File: config.mk
export PLATFORM = sky130hd
export DESIGN_NAME = uart_rx_fifo
export DESIGN_NICKNAME = d
export VERILOG_FILES = /design/src/rtl/uart_rx_fifo.sv
export SDC_FILE = /design/constraint.sdc
export NUM_CORES = 1
export LEC_CHECK = 0
export ABC_CLOCK_PERIOD_IN_PS = 2610
export CAP_MARGIN = 10
export CORE_MARGIN = 1
export CORE_UTILIZATION = 60
export CTS_CLUSTER_SIZE = 30
export DETAILED_ROUTE_END_ITERATION = 7
export PLACE_DENSITY = 0.79
export SLEW_MARGIN = 5
export SYNTH_ARGS = -nofsm -noshare
export SYNTH_HDL_FRONTEND = slang
export SYNTH_SLANG_ARGS = --single-unit
File: constraint.sdc
create_clock -name clk_i -period 2.61 [get_ports clk_i]
set_input_delay 0.261 -clock clk_i [delete_from_list [all_inputs] [get_ports clk_i]]
set_output_delay 0.261 -clock clk_i [all_outputs]
set_load 0.01 [all_outputs]
File: src/rtl/uart_rx_fifo.sv
// uart_rx_fifo: 8N1 UART receiver feeding a small receive FIFO, with sticky
// overrun and framing-error flags.
//
// Ports:
//   clk_i        single rising-edge clock
//   resetn_i     synchronous active-low reset
//   rxd_i        asynchronous serial line, idle high
//   rd_i         one-cycle pop strobe
//   clr_i        one-cycle strobe clearing the sticky flags
//   rdata_o[7:0] byte at the FIFO head, 0x00 when empty
//   valid_o      FIFO non-empty
//   overrun_o    sticky: a received byte was dropped on a full FIFO
//   frame_err_o  sticky: a stop bit was sampled low
//
// Receiver states:
//   state   | meaning
//   S_IDLE  | waiting for a synchronized falling edge on the line
//   S_START | timing to mid start bit; a high line there is a glitch
//   S_DATA  | sampling 8 data bits LSB-first at mid-bit
//   S_STOP  | sampling the stop bit; push the byte or flag a framing error
module uart_rx_fifo #(
  parameter int unsigned CLKS_PER_BIT = 868,
  parameter int unsigned FIFO_LOG2    = 2
) (
  input  logic       clk_i,
  input  logic       resetn_i,
  input  logic       rxd_i,
  input  logic       rd_i,
  input  logic       clr_i,
  output logic [7:0] rdata_o,
  output logic       valid_o,
  output logic       overrun_o,
  output logic       frame_err_o
);

  localparam int unsigned DEPTH = 1 << FIFO_LOG2;
  localparam int unsigned PW    = FIFO_LOG2 + 1;
  localparam logic [15:0] HALF_LOAD = 16'(CLKS_PER_BIT / 2 - 1);
  localparam logic [15:0] BIT_LOAD  = 16'(CLKS_PER_BIT - 1);
  localparam logic [PW-1:0] PTR_ONE = PW'(1);

  typedef enum logic [1:0] {S_IDLE, S_START, S_DATA, S_STOP} state_t;

  logic          rx_s1_q, rx_s2_q, rx_prev_q;
  state_t        state_q;
  logic [15:0]   cnt_q;
  logic [2:0]    bit_idx_q;
  logic [7:0]    shift_q;

  logic [7:0]    mem_q [DEPTH];
  logic [PW-1:0] wr_ptr_q, wr_ptr_d;
  logic [PW-1:0] rd_ptr_q, rd_ptr_d;
  logic          overrun_q, overrun_d;
  logic          frame_err_q, frame_err_d;

  logic stop_sample, push, empty, full, do_pop, do_push;

  // Stop-bit sample happens on the edge that ends the S_STOP/count-0 cycle;
  // the FIFO write shares that edge so the byte is visible one cycle later.
  assign stop_sample = (state_q == S_STOP) && (cnt_q == 16'd0);
  assign push        = stop_sample && rx_s2_q;

  assign empty   = (wr_ptr_q == rd_ptr_q);
  assign full    = (wr_ptr_q[PW-1] != rd_ptr_q[PW-1]) &&
                   (wr_ptr_q[FIFO_LOG2-1:0] == rd_ptr_q[FIFO_LOG2-1:0]);
  assign do_pop  = rd_i && !empty;
  // On a full FIFO a simultaneous pop frees the head slot, which is exactly
  // the slot the write pointer addresses.
  assign do_push = push && (!full || do_pop);

  always_ff @(posedge clk_i) begin
    if (!resetn_i) begin
      rx_s1_q   <= 1'b1;
      rx_s2_q   <= 1'b1;
      rx_prev_q <= 1'b1;
      state_q   <= S_IDLE;
      cnt_q     <= 16'd0;
      bit_idx_q <= 3'd0;
      shift_q   <= 8'h00;
    end else begin
      rx_s1_q   <= rxd_i;
      rx_s2_q   <= rx_s1_q;
      rx_prev_q <= rx_s2_q;
      case (state_q)
        S_IDLE: begin
          // Edge-triggered start: a line held low (break) never re-arms.
          if (rx_prev_q && !rx_s2_q) begin
            cnt_q   <= HALF_LOAD;
            state_q <= S_START;
          end
        end
        S_START: begin
          if (cnt_q == 16'd0) begin
            if (rx_s2_q) begin
              state_q <= S_IDLE;
            end else begin
              cnt_q     <= BIT_LOAD;
              bit_idx_q <= 3'd0;
              state_q   <= S_DATA;
            end
          end else begin
            cnt_q <= cnt_q - 16'd1;
          end
        end
        S_DATA: begin
          if (cnt_q == 16'd0) begin
            shift_q   <= {rx_s2_q, shift_q[7:1]};
            cnt_q     <= BIT_LOAD;
            bit_idx_q <= bit_idx_q + 3'd1;
            if (bit_idx_q == 3'd7) state_q <= S_STOP;
          end else begin
            cnt_q <= cnt_q - 16'd1;
          end
        end
        S_STOP: begin
          if (cnt_q == 16'd0) state_q <= S_IDLE;
          else                cnt_q   <= cnt_q - 16'd1;
        end
        default: state_q <= S_IDLE;
      endcase
    end
  end

  always_comb begin
    wr_ptr_d    = wr_ptr_q;
    rd_ptr_d    = rd_ptr_q;
    overrun_d   = overrun_q;
    frame_err_d = frame_err_q;
    if (do_pop)  rd_ptr_d = rd_ptr_q + PTR_ONE;
    if (do_push) wr_ptr_d = wr_ptr_q + PTR_ONE;
    if (clr_i) begin
      overrun_d   = 1'b0;
      frame_err_d = 1'b0;
    end
    // Setting events are applied last so they win over a coincident clear.
    if (push && full && !do_pop)  overrun_d   = 1'b1;
    if (stop_sample && !rx_s2_q)  frame_err_d = 1'b1;
  end

  always_ff @(posedge clk_i) begin
    if (!resetn_i) begin
      wr_ptr_q    <= '0;
      rd_ptr_q    <= '0;
      overrun_q   <= 1'b0;
      frame_err_q <= 1'b0;
    end else begin
      wr_ptr_q    <= wr_ptr_d;
      rd_ptr_q    <= rd_ptr_d;
      overrun_q   <= overrun_d;
      frame_err_q <= frame_err_d;
    end
  end

  // Storage needs no reset: it is only observable through a non-empty FIFO.
  always_ff @(posedge clk_i) begin
    if (do_push) mem_q[wr_ptr_q[FIFO_LOG2-1:0]] <= shift_q;
  end

  assign rdata_o     = empty ? 8'h00 : mem_q[rd_ptr_q[FIFO_LOG2-1:0]];
  assign valid_o     = !empty;
  assign overrun_o   = overrun_q;
  assign frame_err_o = frame_err_q;

endmodule

==> impl_metrics.yaml, run 1 <==
route:
  drt-total-wl_um: 6300
  drt_iter0_drc: 143
  first_pass_iters: 4
  wire_per_inst_um: 15.8
  vias: 2326
  antenna_left: 0
  drt-vias-per-instance: 5.83
  drc_errors: 0
synth:
  synthesis.nets: 318
  syn_inst: 299
  synth_edf_count: 32
  synth.distinct_cells: 53
  syn_area_sq_mm: 0.00342
  async_flop_share: 0
  synth_warnings: 0
  seq_area_frac_synth: 0.527
  synth_ff_type: "dfxtp_1"
  synth_seq_cells: 74
  avgSynthCellArea_sq_um: 11.4
floorplan:
  initial_core_util: 0.621
  core-area_sq_mm: 0.00551
  die_area_sq_mm: 0.00601
  ioPinCount: 16
  chipWidth_um: 77.5
  num_rows: 27
  fp.dieH_um: 77.5
cells_and_area:
  final_common_cell: "dfxtp_1"
  layout_common_cells: "dfxtp_1, edfxtp_1, nor2_1"
  area_growth_pct: 13.1
  final_layout_size_suffix_gt1_frac: 0.122
  antenna_cells: 0
  layout.nets: 341
placed_design:
  gp_congestion: 0.850
  hpwlAfterDp_um: 4380
  io_buffer_count: 15
global_route:
  grt_max_degree: 17
  grt_pass1_wl_um: 10800
  antenna_found_initial: 0
  track_usage: 0.236
  grt_pass1_vias: 2245
  grt-ovfl-total: 0
sta:
  tns_ps: 0
  timing.hold.ws_ps: 412
  setup-violations-final: 0
  timing.final.crit_share: 0.924
  max_freq_ghz: 0.415
  final.setup_skew_ps: 6.49
  timing.slew.headroom: 0.562
  tightest_slew_ps: 652
  hold_violations: 0
  slew_viol_final: 0
  finalCriticalPeriod_ps: 2410
setup_path:
  crit_path_end_kind: "flop"
  critPathKind: "reg2reg"
  worstPathArrival_ps: 2460
  crit_fanout: 8
  start_kind: "flop"
  critical_path_required_ps: 2660
clock_tree:
  clk_path_buf_depth: 2
  cts_tree: "done"
  post_cts_resize_count: 0
  worstSkewPairLatency_ps: 340
  cts_setup_buffers: 0
  ctsHoldBuffers: 0
  path_clk_slew_ps: 80
  cts_buffers: 9
  root_buffer: "clkbuf_8"
  ctsHtreeMaxLevel: 3
  clock_sinks: 74
status:
  status: "completed"
hold_path:
  hold_class: "reg2reg"
flow_run:
  drv_cap: 0
pwr:
  p_leak_uw: 0.00138
  vdd_drop_max_mv: 0.439
  power_density_mw_per_mm2: 770
==> Yosys cell counts (2+ instances only) <==
cell,instances,share of area
or3_1,3,0.0055
nand3_1,8,0.012
or4_1,3,0.0066
nand4_1,4,0.0073
o211ai_1,2,0.0044
nor2_1,31,0.034
clkbuf_1,8,0.0088
nand2_1,15,0.016
buf_2,2,0.0029
xnor2_1,3,0.0077
o22ai_1,2,0.0037
inv_1,13,0.014
nor4_4,2,0.012
ha_1,14,0.051
a21o_1,2,0.0044
nor4b_1,2,0.0051
nor3_1,9,0.013
mux4_2,8,0.053
mux2i_1,10,0.029
dfxtp_1,42,0.25
nor2b_1,3,0.0055
a21boi_0,2,0.0044
a32oi_1,2,0.0051
xor2_1,10,0.026
a21oi_1,12,0.018
o31ai_1,2,0.0044
nand2b_1,9,0.016
o21ai_0,7,0.010
nor4_2,2,0.0073
edfxtp_1,32,0.28
and2_1,12,0.022
a32o_1,2,0.0059
==> critical path: stages (launching register included) <==
cell	delay, ps
dfxtp_1	350
inv_1	130
ha_1	170
nor3b_1	430
nand4_2	260
or4_1	490
nor2_1	110
buf_4	180
==> stage by stage <==
stage	setup WS, ps	area (sq um)	instances	total power, uW	utilization
detailed placement	262	3670	383	2150	0.667
CTS	80.8	3860	399	2980	0.701
floorplan	297	3420	299	1980	-
global route	-6.29	3870	399	3140	0.702
finish	198	3870	399	2980	0.702
global placement	387	3670	383	2130	0.667
==> final timing paths <==
check | slack, ps | start | endpoint | depth (start not counted)
worst max-delay path | 200 | cnt_q[0] | mem_q[3][3] | 7
worst min-delay path | 410 | rx_s1_q | rx_s2_q | 1
worst max register to register | 200 | cnt_q[0] | mem_q[3][3] | 7
worst min register to register | 410 | rx_s1_q | rx_s2_q | 1
==> layout make-up <==
type                    count  area [sq um]
clock buffers              13           170
clock inverters             3          20.0
fillers                   394          1640
inverters                  13          48.8
multi-input cells         201          1520
flip-flops and latches     74          1800
well taps                  72          90.1
repair buffers             23           210
==> sequential cells by signal (all words and copies together) (netlist names), named ones only <==
register	count
shift_q	8
wr_ptr_q	3
overrun_o	1
rx_prev_q	1
cnt_q	16
state_q	1
rd_ptr_q	3
rx_s2_q	1
bit_idx_q	3
frame_err_o	1
mem_q	32
rx_s1_q	1
==> per-layer routing <==
layer,up-vias,wire (um),GRT usage,part of all wire
li1,1135,-,-,-
met1,1119,2920,0.312,0.46
met4,0,107,0.111,0.017
met2,61,2950,0.376,0.47
met5,-,0,0,0
met3,11,320,0.0447,0.051
==> cell families (layout without fill, tap and decap cells) <==
| kind of cell | after synthesis | after routing | share of synthesized area |
|---|---|---|---|
| simple gates | 111 | 111 | 0.184 |
| flops | 74 | 74 | 0.527 |
| xor+xnor | 13 | 13 | 0.0333 |
| compound gates | 45 | 45 | 0.0940 |
| fa+ha+maj | 14 | 14 | 0.0512 |
| mux | 18 | 18 | 0.0820 |
| buf+inv | 24 | 52 | 0.0282 |
==> where the power goes <==
group	switching, uW	internal [uW]
Sequential	95.7	1260
Clock	408	430
Combinational	465	319
Total	968	2010
Note: power is estimated with default switching activity, not from simulation.
==> run 2, diff against run 1 <==
- CORE_UTILIZATION: 60 -> 37
- PLACE_DENSITY: 0.79 -> not set
- RECOVER_POWER: not set -> 25
==> run 2 against run 1 <==
Wire length grew 3.7%. First-iteration DRC count shrank 49%. Highest routed layer unchanged. Cell area grew 1.6%. Largest power group unchanged.
==> impl_metrics.yaml, run 2 (synthesized netlist as in run 1, its figures left out) <==
status:
  status: "completed"
global_route:
  grt_pass1_vias: 2152
  antenna_found_initial: 0
  grt_max_degree: 20
  track_usage: 0.148
  grt-ovfl-total: 0
  grt_pass1_wl_um: 10900
route:
  antenna_left: 0
  drc_errors: 0
  drt_iter0_drc: 73
  drt-vias-per-instance: 5.19
  drt-total-wl_um: 6530
  vias: 2258
  wire_per_inst_um: 15.0
  first_pass_iters: 6
sta:
  finalCriticalPeriod_ps: 2400
  setup-violations-final: 0
  slew_viol_final: 0
  tns_ps: 0
  hold_violations: 0
  final.setup_skew_ps: 5.32
  rsz0062_at_grt: "no"
  timing.slew.headroom: 0.511
  tightest_slew_ps: 727
  max_freq_ghz: 0.417
  timing.final.crit_share: 0.919
placed_design:
  hpwlAfterDp_um: 4730
  io_buffer_count: 15
  placed_cell_area_sq_mm: 0.00372
  placed_cells: 419
  gp_congestion: 0.818
cells_and_area:
  seqCellArea_sq_mm: 0.00180
  area_growth_pct: 14.9
  final_area_sq_mm: 0.00393
  finalNonFillerCells: 435
  largest_reg_flops: 32
  multi_input_area_sq_mm: 0.00152
  fillers: 849
  fin_util: 0.444
  final_common_cell: "dfxtp_1"
  layout.nets: 341
  layout_common_cells: "dfxtp_1, edfxtp_1, nor2_1"
  antenna_cells: 0
  final_layout_size_suffix_gt1_frac: 0.125
pwr:
  vdd_drop_max_mv: 0.340
  p_leak_uw: 0.00139
  power_density_mw_per_mm2: 782
  power.total_uw: 3070
setup_path:
  slowest_stage: "nor3b_1"
  critPathMaxStageDelay_ps: 430
  crit_path_end_kind: "flop"
  critPathKind: "reg2reg"
  worstPathArrival_ps: 2410
  path_cells: "inv_1, ha_1, nor3b_1, nand4_2, nor4_2, and2_1"
  critical_path_required_ps: 2620
  start_kind: "flop"
  crit_fanout: 8
floorplan:
  die_area_sq_mm: 0.00963
  num_rows: 34
  initial_core_util: 0.386
  fp.dieH_um: 98.1
  chipWidth_um: 98.1
  ioPinCount: 16
  core-area_sq_mm: 0.00885
clock_tree:
  cts_buffers: 9
  cts_setup_buffers: 0
  path_clk_slew_ps: 80
  clock_sinks: 74
  clk_path_buf_depth: 2
  cts_tree: "done"
  post_cts_resize_count: 0
  root_buffer: "clkbuf_8"
  ctsHtreeMaxLevel: 3
  worstSkewPairLatency_ps: 350
  ctsHoldBuffers: 0
hold_path:
  hold_class: "reg2reg"
flow_run:
  drv_cap: 0
## run 2: per-stage QoR
| stage | hold WS [ps] | worst slack, ps |
|---|---|---|
| finish | 412 | 212 |
| global placement | 401 | 352 |
| floorplan | 334 | 297 |
| CTS | 416 | 59.2 |
| global route | 433 | 12.7 |
| detailed placement | 397 | 246 |
## run 2: routing by layer
| layer | share of wire | wire (um) | global-route usage | vias up |
|---|---|---|---|---|
| li1 | - | - | - | 1142 |
| met1 | 0.49 | 3190 | 0.196 | 1068 |
| met2 | 0.45 | 2970 | 0.225 | 35 |
| met3 | 0.034 | 221 | 0.0394 | 13 |
| met4 | 0.023 | 148 | 0.0677 | 0 |
| met5 | 0 | 0 | 0 | - |
## run 2: path summary, 6_finish.rpt
path / slack (ps) / cells after the start / to / startpoint
max: 210 / 6 / mem_q[1][2] / cnt_q[0]
min: 410 / 1 / rx_s2_q / rx_s1_q
max reg2reg: 210 / 6 / mem_q[1][2] / cnt_q[0]
min reg2reg: 410 / 1 / rx_s2_q / rx_s1_q
## run 2: critical path, delay by kind of cell, from the launching register on
family	cells	cell delay (ps)
adders and majority gates	1	170
DFF	1	330
buffers and inverters	1	120
and+or+nand+nor	4	1420
## run 2: final cells by class
class,count,area share
Clock buffer,10,0.0350
Clock inverter,6,0.0185
Inverter,13,0.0124
Multi-Input combinational cell,201,0.387
Sequential cell,74,0.459
Tap cell,108,0.0344
Timing Repair Buffer,23,0.0535
## run 2: where the power goes
| group | leakage (uW) | internal [uW] | switching (uW) | total [uW] |
|---|---|---|---|---|
| clock | 0.000103 | 477 | 450 | 927 |
| sequential | 0.000638 | 1260 | 96.0 | 1350 |
| combinational | 0.000650 | 319 | 471 | 789 |
==> run 3, diff against run 2 <==
- CELL_PAD_IN_SITES_DETAIL_PLACEMENT: not set -> 0
- CELL_PAD_IN_SITES_GLOBAL_PLACEMENT: not set -> 2
- PLACE_DENSITY_LB_ADDON: not set -> 0.1
==> run 3 against run 2 <==
Setup slack improved by 98 ps. Final cell count is 0.23% higher. Sequential power about the same. Fmax increased by 4.3%. Hold slack improved by 6.1 ps. Wire length grew 8.1%. Critical path type is now reg2out. Combinational power rose by 4.4%. Largest cell class unchanged. Clock power rose by 5.2%. Register-to-register slack improved by 180 ps. Die area is the same.
==> impl_metrics.yaml, run 3 (synthesized netlist as in run 1, its figures left out) <==
clock_tree:
  clk_path_buf_depth: 2
  cts_tree: "done"
  ctsHtreeMaxLevel: 3
  root_buffer: "clkbuf_8"
  clock_sinks: 74
  ctsHoldBuffers: 0
  cts_setup_buffers: 0
  worstSkewPairLatency_ps: 350
  cts_buffers: 9
  path_clk_slew_ps: 80
placed_design:
  hpwlAfterDp_um: 5140
  io_buffer_count: 15
  placed_cells: 420
  place_ws_ps: 281
  gp_congestion: 0.732
  placed_cell_area_sq_mm: 0.00374
cells_and_area:
  layout_common_cells: "dfxtp_1, edfxtp_1, nor2_1"
  antenna_cells: 0
  fillers: 835
  final_layout_size_suffix_gt1_frac: 0.125
  layout.nets: 342
  area_growth_pct: 15.8
  largest_reg_flops: 32
  final_common_cell: "dfxtp_1"
  final_area_sq_mm: 0.00396
  finalNonFillerCells: 436
setup_path:
  critical_path_required_ps: 2350
  critPathKind: "reg2out"
  r2r_start: "cnt_q[0]"
  crit_path_end_kind: "output port"
  critPathMaxStageDelay_ps: 520
  regToRegSetupSlack_ps: 390
  slowest_stage: "mux4_2"
  path_cells: "buf_4, mux4_2, and2_1, clkdlybuf4s50_1"
  r2r-end: "cnt_q[12]"
  start_kind: "flop"
  worstPathArrival_ps: 2040
  crit_fanout: 8
  rr_worst_depth: 7
route:
  antenna_left: 0
  drc_errors: 0
  wire_per_inst_um: 16.2
  vias: 2255
  first_pass_iters: 4
  drt-total-wl_um: 7060
  drt-vias-per-instance: 5.17
  drt_iter0_drc: 121
global_route:
  grt_pass1_wl_um: 11900
  grt_pass1_vias: 2219
  grt_max_degree: 14
  grt-ovfl-total: 0
  track_usage: 0.163
  antenna_found_initial: 0
floorplan:
  ioPinCount: 16
  die_area_sq_mm: 0.00963
  fp.dieH_um: 98.1
  chipWidth_um: 98.1
  initial_core_util: 0.386
  num_rows: 34
  core-area_sq_mm: 0.00885
sta:
  timing.final.crit_share: 0.881
  setup-violations-final: 0
  tns_ps: 0
  final.setup_skew_ps: 5.17
  tightest_slew_ps: 697
  slew_viol_final: 0
  finalCriticalPeriod_ps: 2300
  hold_violations: 0
  rsz0062_at_grt: "no"
  fin_ws_ps: 310
  max_freq_ghz: 0.435
  timing.slew.headroom: 0.531
hold_path:
  hold_end: "rx_s2_q"
  min_path_cells: 1
  hold_class: "reg2reg"
  holdCritStartpoint: "rx_s1_q"
flow_run:
  drv_cap: 0
pwr:
  p_leak_uw: 0.00141
  power_density_mw_per_mm2: 796
  vdd_drop_max_mv: 0.338
status:
  status: "completed"
## run 3: worst max-delay path by stage
stage / cells after the start / from / endpoint
after floorplan: 6 / cnt_q[0] / mem_q[3][0]
after global placement: 6 / cnt_q[0] / mem_q[0][3]
after detailed placement: 6 / cnt_q[0] / mem_q[1][3]
after CTS: 6 / cnt_q[0] / mem_q[0][4]
after global routing: 4 / wr_ptr_q[0] / rdata_o[3]
final: 4 / flop / rdata_o[7]
## run 3: layout make-up
type                            instances  area [sq um]  share of cell area
Clock inverter                          6          88.8              0.0224
Clock buffer                           10           128              0.0322
Tap cell                              108           135              0.0341
Multi-Input combinational cell        201          1530               0.386
Inverter                               13          48.8              0.0123
Timing Repair Buffer                   24           230              0.0581
Sequential cell                        74          1800               0.455
## run 3: what timing repair did
item	in CTS	in global routing
setup endpoints to repair	0	24
gates resized for setup	0	2
endpoints found under the hold margin	0	0
## run 3: metal layers
layer  track usage  wire [um]  vias to the layer above
met5             0          0                        -
met4        0.0482         88                        0
met3        0.0451        212                       11
met2         0.226       2960                       31
met1         0.244       3800                     1074
li1              -          -                     1139
## run 3: through the flow
step / total power, uW / hold slack (ps) / util
global placement: 2200 / 394 / 0.422
finish: 3150 / 418 / 0.448
CTS: 3190 / 423 / 0.447
detailed placement: 2200 / 399 / 0.422
global route: 3350 / 432 / 0.448
floorplan: 1980 / 334 / -
## run 3: power by group
part / total [uW] / internal [uW] / leakage, uW / switching [uW]
Clock: 975 / 542 / 0.000105 / 433
Sequential: 1350 / 1260 / 0.000637 / 96.4
Combinational: 824 / 334 / 0.000664 / 490
## run 3: worst max-delay path, delay by kind of cell, from the launching register on
kind | cells | cell delay (ps)
and+or+nand+nor | 1 | 180
DFF | 1 | 320
buffers and inverters | 2 | 670
muxes | 1 | 520
